## src/rtl/paralelo_serie_pkg.sv

```systemverilog
// Definitions shared by the parallel-to-serial transmitter and this receiver.
// Both ends must agree on the idle/comma character and on the byte width.
// Contents: comma value, byte width, receiver FSM state encoding.
package paralelo_serie_pkg;

    localparam int              BYTE_W     = 8;
    localparam logic [BYTE_W-1:0] COMMA_K285 = 8'hBC;

    typedef enum logic [1:0] {
        SEARCH = 2'd0,
        ALIGN  = 2'd1,
        ACTIVE = 2'd2
    } state_t;

endpackage

```

## src/rtl/serie_paralelo_comma_detect.sv

```systemverilog
// Serial bit shifter with comma compare: keeps the last BYTE_W received bits
// (newest bit in the LSB) and flags when they equal the comma character.
// Ports: clk_8f/reset_L (sync, active-low), data_in serial bit, sr window, is_comma flag.
module comma_detect
    import paralelo_serie_pkg::*;
#(
    parameter logic [BYTE_W-1:0] COMMA = COMMA_K285
) (
    input  logic              clk_8f,
    input  logic              reset_L,
    input  logic              data_in,
    output logic [BYTE_W-1:0] sr,
    output logic              is_comma
);

    logic [BYTE_W-1:0] sr_q;
    logic [BYTE_W-1:0] sr_d;

    // MSB-first serial: the first bit of a byte ends up in sr[7].
    always_comb begin
        sr_d = {sr_q[BYTE_W-2:0], data_in};
    end

    always_ff @(posedge clk_8f) begin
        if (!reset_L) begin
            sr_q <= '0;
        end else begin
            sr_q <= sr_d;
        end
    end

    assign sr       = sr_q;
    assign is_comma = (sr_q == COMMA);

endmodule

```

## src/rtl/serie_paralelo.sv

```systemverilog
// Serial-to-parallel receiver: aligns to the comma character, then strobes each
// recovered data byte (valid_out) or idle comma (idle_out) for one cycle.
// Ports: clk_8f bit clock, reset_L sync active-low, data_in serial MSB-first,
// data_out/valid_out/idle_out byte outputs, active high once locked.
module serie_paralelo
    import paralelo_serie_pkg::*;
#(
    parameter logic [BYTE_W-1:0] COMMA    = COMMA_K285,
    parameter int                BC_COUNT = 4
) (
    input  logic              clk_8f,
    input  logic              reset_L,
    input  logic              data_in,
    output logic [BYTE_W-1:0] data_out,
    output logic              valid_out,
    output logic              idle_out,
    output logic              active
);

    localparam logic [2:0] BC_TARGET = 3'(BC_COUNT);

    logic [BYTE_W-1:0] sr;
    logic              is_comma;

    state_t            state_q,    state_d;
    logic [2:0]        phase_q,    phase_d;
    logic [2:0]        bc_cnt_q,   bc_cnt_d;
    logic [BYTE_W-1:0] data_out_q, data_out_d;
    logic              valid_q,    valid_d;
    logic              idle_q,     idle_d;

    logic              boundary;
    logic [2:0]        bc_cnt_inc;

    comma_detect #(
        .COMMA (COMMA)
    ) u_comma_detect (
        .clk_8f   (clk_8f),
        .reset_L  (reset_L),
        .data_in  (data_in),
        .sr       (sr),
        .is_comma (is_comma)
    );

    // phase == 0 means the byte just completed is sitting whole in sr.
    assign boundary   = (phase_q == 3'd0);
    assign bc_cnt_inc = bc_cnt_q + 3'd1;

    always_comb begin
        state_d    = state_q;
        phase_d    = phase_q + 3'd1;   // wraps 7 -> 0 naturally
        bc_cnt_d   = bc_cnt_q;
        data_out_d = data_out_q;
        valid_d    = 1'b0;
        idle_d     = 1'b0;

        case (state_q)
            SEARCH: begin
                // Bit-by-bit hunt; phase is meaningless until a comma is seen.
                phase_d  = 3'd0;
                bc_cnt_d = 3'd0;
                if (is_comma) begin
                    // The cycle that saw the comma is itself a boundary (phase 0),
                    // so the count restarts at 1 on the next cycle.
                    phase_d  = 3'd1;
                    bc_cnt_d = 3'd1;
                    state_d  = (BC_TARGET == 3'd1) ? ACTIVE : ALIGN;
                end
            end

            ALIGN: begin
                // Only whole-byte boundaries are examined; a single non-comma
                // there means the earlier match was an alias inside data.
                if (boundary) begin
                    if (is_comma) begin
                        bc_cnt_d = bc_cnt_inc;
                        if (bc_cnt_inc == BC_TARGET) begin
                            state_d = ACTIVE;
                        end
                    end else begin
                        state_d  = SEARCH;
                        bc_cnt_d = 3'd0;
                        phase_d  = 3'd0;
                    end
                end
            end

            ACTIVE: begin
                // No loss-of-lock detection: only reset leaves this state.
                if (boundary) begin
                    if (is_comma) begin
                        idle_d = 1'b1;
                    end else begin
                        data_out_d = sr;
                        valid_d    = 1'b1;
                    end
                end
            end

            default: begin
                state_d  = SEARCH;
                phase_d  = 3'd0;
                bc_cnt_d = 3'd0;
            end
        endcase
    end

    always_ff @(posedge clk_8f) begin
        if (!reset_L) begin
            state_q    <= SEARCH;
            phase_q    <= 3'd0;
            bc_cnt_q   <= 3'd0;
            data_out_q <= '0;
            valid_q    <= 1'b0;
            idle_q     <= 1'b0;
        end else begin
            state_q    <= state_d;
            phase_q    <= phase_d;
            bc_cnt_q   <= bc_cnt_d;
            data_out_q <= data_out_d;
            valid_q    <= valid_d;
            idle_q     <= idle_d;
        end
    end

    assign data_out  = data_out_q;
    assign valid_out = valid_q;
    assign idle_out  = idle_q;
    assign active    = (state_q == ACTIVE);

endmodule

```

## config.mk

```make
export PLATFORM = sky130hd
export DESIGN_NAME = serie_paralelo
export DESIGN_NICKNAME = d
export VERILOG_FILES = /design/src/rtl/paralelo_serie_pkg.sv /design/src/rtl/serie_paralelo_comma_detect.sv /design/src/rtl/serie_paralelo.sv
export SDC_FILE = /design/constraint.sdc
export NUM_CORES = 1
export LEC_CHECK = 0
export ABC_CLOCK_PERIOD_IN_PS = 1900
export CAP_MARGIN = 20
export CORE_MARGIN = 3
export CORE_UTILIZATION = 51
export CTS_CLUSTER_DIAMETER = 50
export DETAILED_ROUTE_END_ITERATION = 8
export PLACE_DENSITY = 0.8
export SYNTH_ARGS = -nofsm -noshare
export SYNTH_HDL_FRONTEND = slang
export SYNTH_HIERARCHICAL = 1
export SYNTH_SLANG_ARGS = --single-unit
export TNS_END_PERCENT = 1
```

## constraint.sdc

```tcl
create_clock -name clk_8f -period 1.9 [get_ports clk_8f]
set_input_delay 0.38 -clock clk_8f [delete_from_list [all_inputs] [get_ports clk_8f]]
set_output_delay 0.38 -clock clk_8f [all_outputs]
set_load 0.02 [all_outputs]
```

==> flow_summary.toml <==
[clock_tree]
tritoncts = "built"
ctsRootBufferMaster = "sky130_fd_sc_hd__clkbuf_4"
cts_hold_buffers = 0
cts-htree-levels = 1
number_of_buffers_added_by_the_clock_tree_synthesis_step = 3
cts.sinks = 26
clk_latency_ns = 0.32
number_of_buffers_added_for_setup_after_cts = 0
clk_pin_slew_ns = 0.13
max-clock-path-buffers = 2
cts.repair.resized = 2

[critical_path]
critical_path.reg2reg.startpoint = "phase_q[0]"
worst-endpoint-required_ns = 2.11
critical_path_peak_fanout = 9
timing.critical_path.slowest_stage_cell = "sky130_fd_sc_hd__or3_1"
critPathLaunchType = "flip-flop"
critPathLaunch = "phase_q[0]"
critical_path.cell_chain = "inv_1, ha_1, nand2b_1, or3_1, mux2i_1, nor2_1"
worst-setup-path-type = "flip-flop to flip-flop"
critPathCaptureType = "flip-flop"
timing.critical_path.arrival_ns = 1.98
cpPeakStageDelay_ns = 0.46

[cells_and_area]
finalNonFillerCells = 144
area_of_the_multi_input_gates_um2 = 467
regArea_um2 = 522
syn_to_final_growth_pct = 19.7
filler_cell_count = 154
postLayoutCoreUtil = 0.678
finalNetCount = 127
diodes = 0
drive_gt1_frac = 0.0924

[logic_synthesis]
synthesis.instances = 102
synth_seq_cells = 26
synth.lib_cells_used.distinct = 31
part_of_the_yosys_area_used_for_sequential_elements = 0.510
mappedNetlistArea_mm2 = 0.00102
avgSynthCellArea_um2 = 10.0
postSynth.topFlopCell = "sky130_fd_sc_hd__dfxtp_1"
synth.net_count = 109
number_of_flops_mapped_to_enable_cells_by_yosys = 0
synth.yosys.warnings = 6
postSynth.asyncResetShare = 0

[power]
total_power_uw = 836
power-per-cell-area_mw_per_mm2 = 684
peak_vdd_ir_mv = 0.711
p_comb_frac = 0.021
p_leak_nw = 0.535
power.share.switching = 0.194
power_switching_uw = 163
clock_power_share = 0.320
power.share.sequential = 0.659
p_int_uw = 674

[grt]
grt_use_total = 0.167
grt_max_degree = 15
grt_first_pass_wirelength_um = 3200
grt_pass1_vias = 742
grt_overflow_total = 0
grt_antenna_before_repair = 0

[flow_run]
cap_violations = 0

[placed_design]
number_of_instances_in_the_placed_design = 140
post-dp-hpwl_um = 1400
globalplace.congestion = 0.836
port_buffers = 13

[route]
drt_first_pass_iters = 4
remaining_drc_errors = 0
routed_via_count = 770
per_cell_via_count_in_the_routed_design = 5.35
ant_nets = 0
drt-total-wl_um = 1880
post_drt_wl_per_cell_um = 13.1
dr.first_iter.drc_count = 14

[timing]
timing_max_transition_violations_final = 0
setup_tns_ns = 0
fin_worst_hold_slack_ns = 0.504
achievable-frequency_mhz = 565
setup_viol_count_final = 0
hold_viol_final = 0
timing.clock.skew_ns = 0.00230
max_slew_margin = 0.679
timing.final.crit_period_ns = 1.77
rsz0062_at_grt = "no"
slew_at_the_pin_closest_to_its_max_slew_limit_ns = 0.482
layout_worst_path_cycle_share = 0.932

[hold_path]
class_of_the_tightest_hold_or_removal_check = "flip-flop to flip-flop"
hold_path.startpoint = "u_comma_detect/sr[5]"

[die]
chipWidth_um = 50.7
fp.dieArea_mm2 = 0.00257
starting_density = 0.567
core_region_area_mm2 = 0.00180
rows = 15
ioPinCount = 14
die-height_um = 50.7

[outcome]
outcome = "finished clean"
## stage by stage
| step | setup slack [ns] | cell area [um^2] |
|---|---|---|
| after floorplan | 0.363 | 1020 |
| after global placement | 0.268 | 1190 |
| after detailed placement | 0.170 | 1190 |
| after CTS | 0.139 | 1220 |
| after global routing | 0.0346 | 1220 |
| final | 0.129 | 1220 |
## cells in the final DEF (no fill, tap or decap), types with 2 or more instances in the layout
| cell type | Yosys | routed |
|---|---|---|
| sky130_fd_sc_hd__and2b_1 | 2 | 2 |
| sky130_fd_sc_hd__ha_1 | 4 | 4 |
| sky130_fd_sc_hd__nor4_1 | 2 | 2 |
| sky130_fd_sc_hd__nand4_1 | 2 | 2 |
| sky130_fd_sc_hd__a21oi_1 | 5 | 5 |
| sky130_fd_sc_hd__buf_4 | 0 | 3 |
| sky130_fd_sc_hd__o21ai_0 | 5 | 5 |
| sky130_fd_sc_hd__inv_1 | 4 | 4 |
| sky130_fd_sc_hd__and2_1 | 8 | 8 |
| sky130_fd_sc_hd__mux2i_1 | 8 | 8 |
| sky130_fd_sc_hd__dfxtp_1 | 26 | 25 |
| sky130_fd_sc_hd__clkdlybuf4s50_1 | 0 | 12 |
| sky130_fd_sc_hd__nor2_1 | 11 | 11 |
| sky130_fd_sc_hd__nand2b_1 | 2 | 2 |
| sky130_fd_sc_hd__nand2_1 | 4 | 4 |
| sky130_fd_sc_hd__clkbuf_4 | 0 | 3 |
## critical path: cells and delay by family, from the launching register on
family | cells | cell delay [ns]
DFF | 1 | 0.38
muxes | 1 | 0.27
adders and majority gates | 1 | 0.21
and+or+nand+nor | 3 | 0.73
buffers and inverters | 1 | 0.07
## sequential cells by signal, indices dropped and copies added (netlist names)
name / cells
valid_out: 1
idle_out: 1
data_out: 8
phase_q: 3
u_comma_detect/sr: 8
bc_cnt_q: 3
state_q: 2
## metal layers
metal  track usage  part of all wire  up-vias
li1              -                 -      392
met1         0.208              0.46      344
met2         0.270              0.46       30
met3        0.0653             0.068        4
met4        0.0448             0.013        0
met5             0                 0        -
## power groups by stage
stage               logic [mW]  clock network (mW)  registers (mW)
floorplan              0.00631                   0           0.562
global placement        0.0177                   0           0.563
detailed placement      0.0177                   0           0.563
CTS                     0.0179               0.277           0.551
global route            0.0200               0.305           0.552
finish                  0.0178               0.267           0.551
## cell usage after synthesis, drive strengths merged, types with 2 or more instances
master,instances,share of area
nand4,2,0.012
mux2i,8,0.078
clkbuf,2,0.0074
o21ai,5,0.025
inv,4,0.015
ha,4,0.049
a21oi,5,0.025
nand2,4,0.015
nor4,3,0.025
nand2b,3,0.026
nor2,11,0.040
and2,9,0.056
and2b,2,0.015
dfxtp,26,0.51
## final cells by class
type                            count  share of cell area
Clock buffer                        4              0.0297
Timing Repair Buffer               16               0.124
Tap cell                           25              0.0256
Inverter                            4              0.0123
Multi-Input combinational cell     69               0.382
Sequential cell                    26               0.427
## logic make-up after synthesis
kind of cell    after synthesis  synth area share
buf+inv                       7            0.0331
simple gates                 41             0.233
compound gates               14            0.0797
fa+ha+maj                     4            0.0490
xor+xnor                      2            0.0172
flops                        26             0.510
mux                           8            0.0784
## worst paths after layout
check	to	slack, ns	depth (start not counted)
hold reg to reg	u_comma_detect/sr[6]	0.50	1
setup / recovery	data_out[0]	0.13	6
setup reg to reg	data_out[0]	0.13	6
hold / removal	u_comma_detect/sr[6]	0.50	1
No activity file was read; power rests on OpenSTA's default activity.
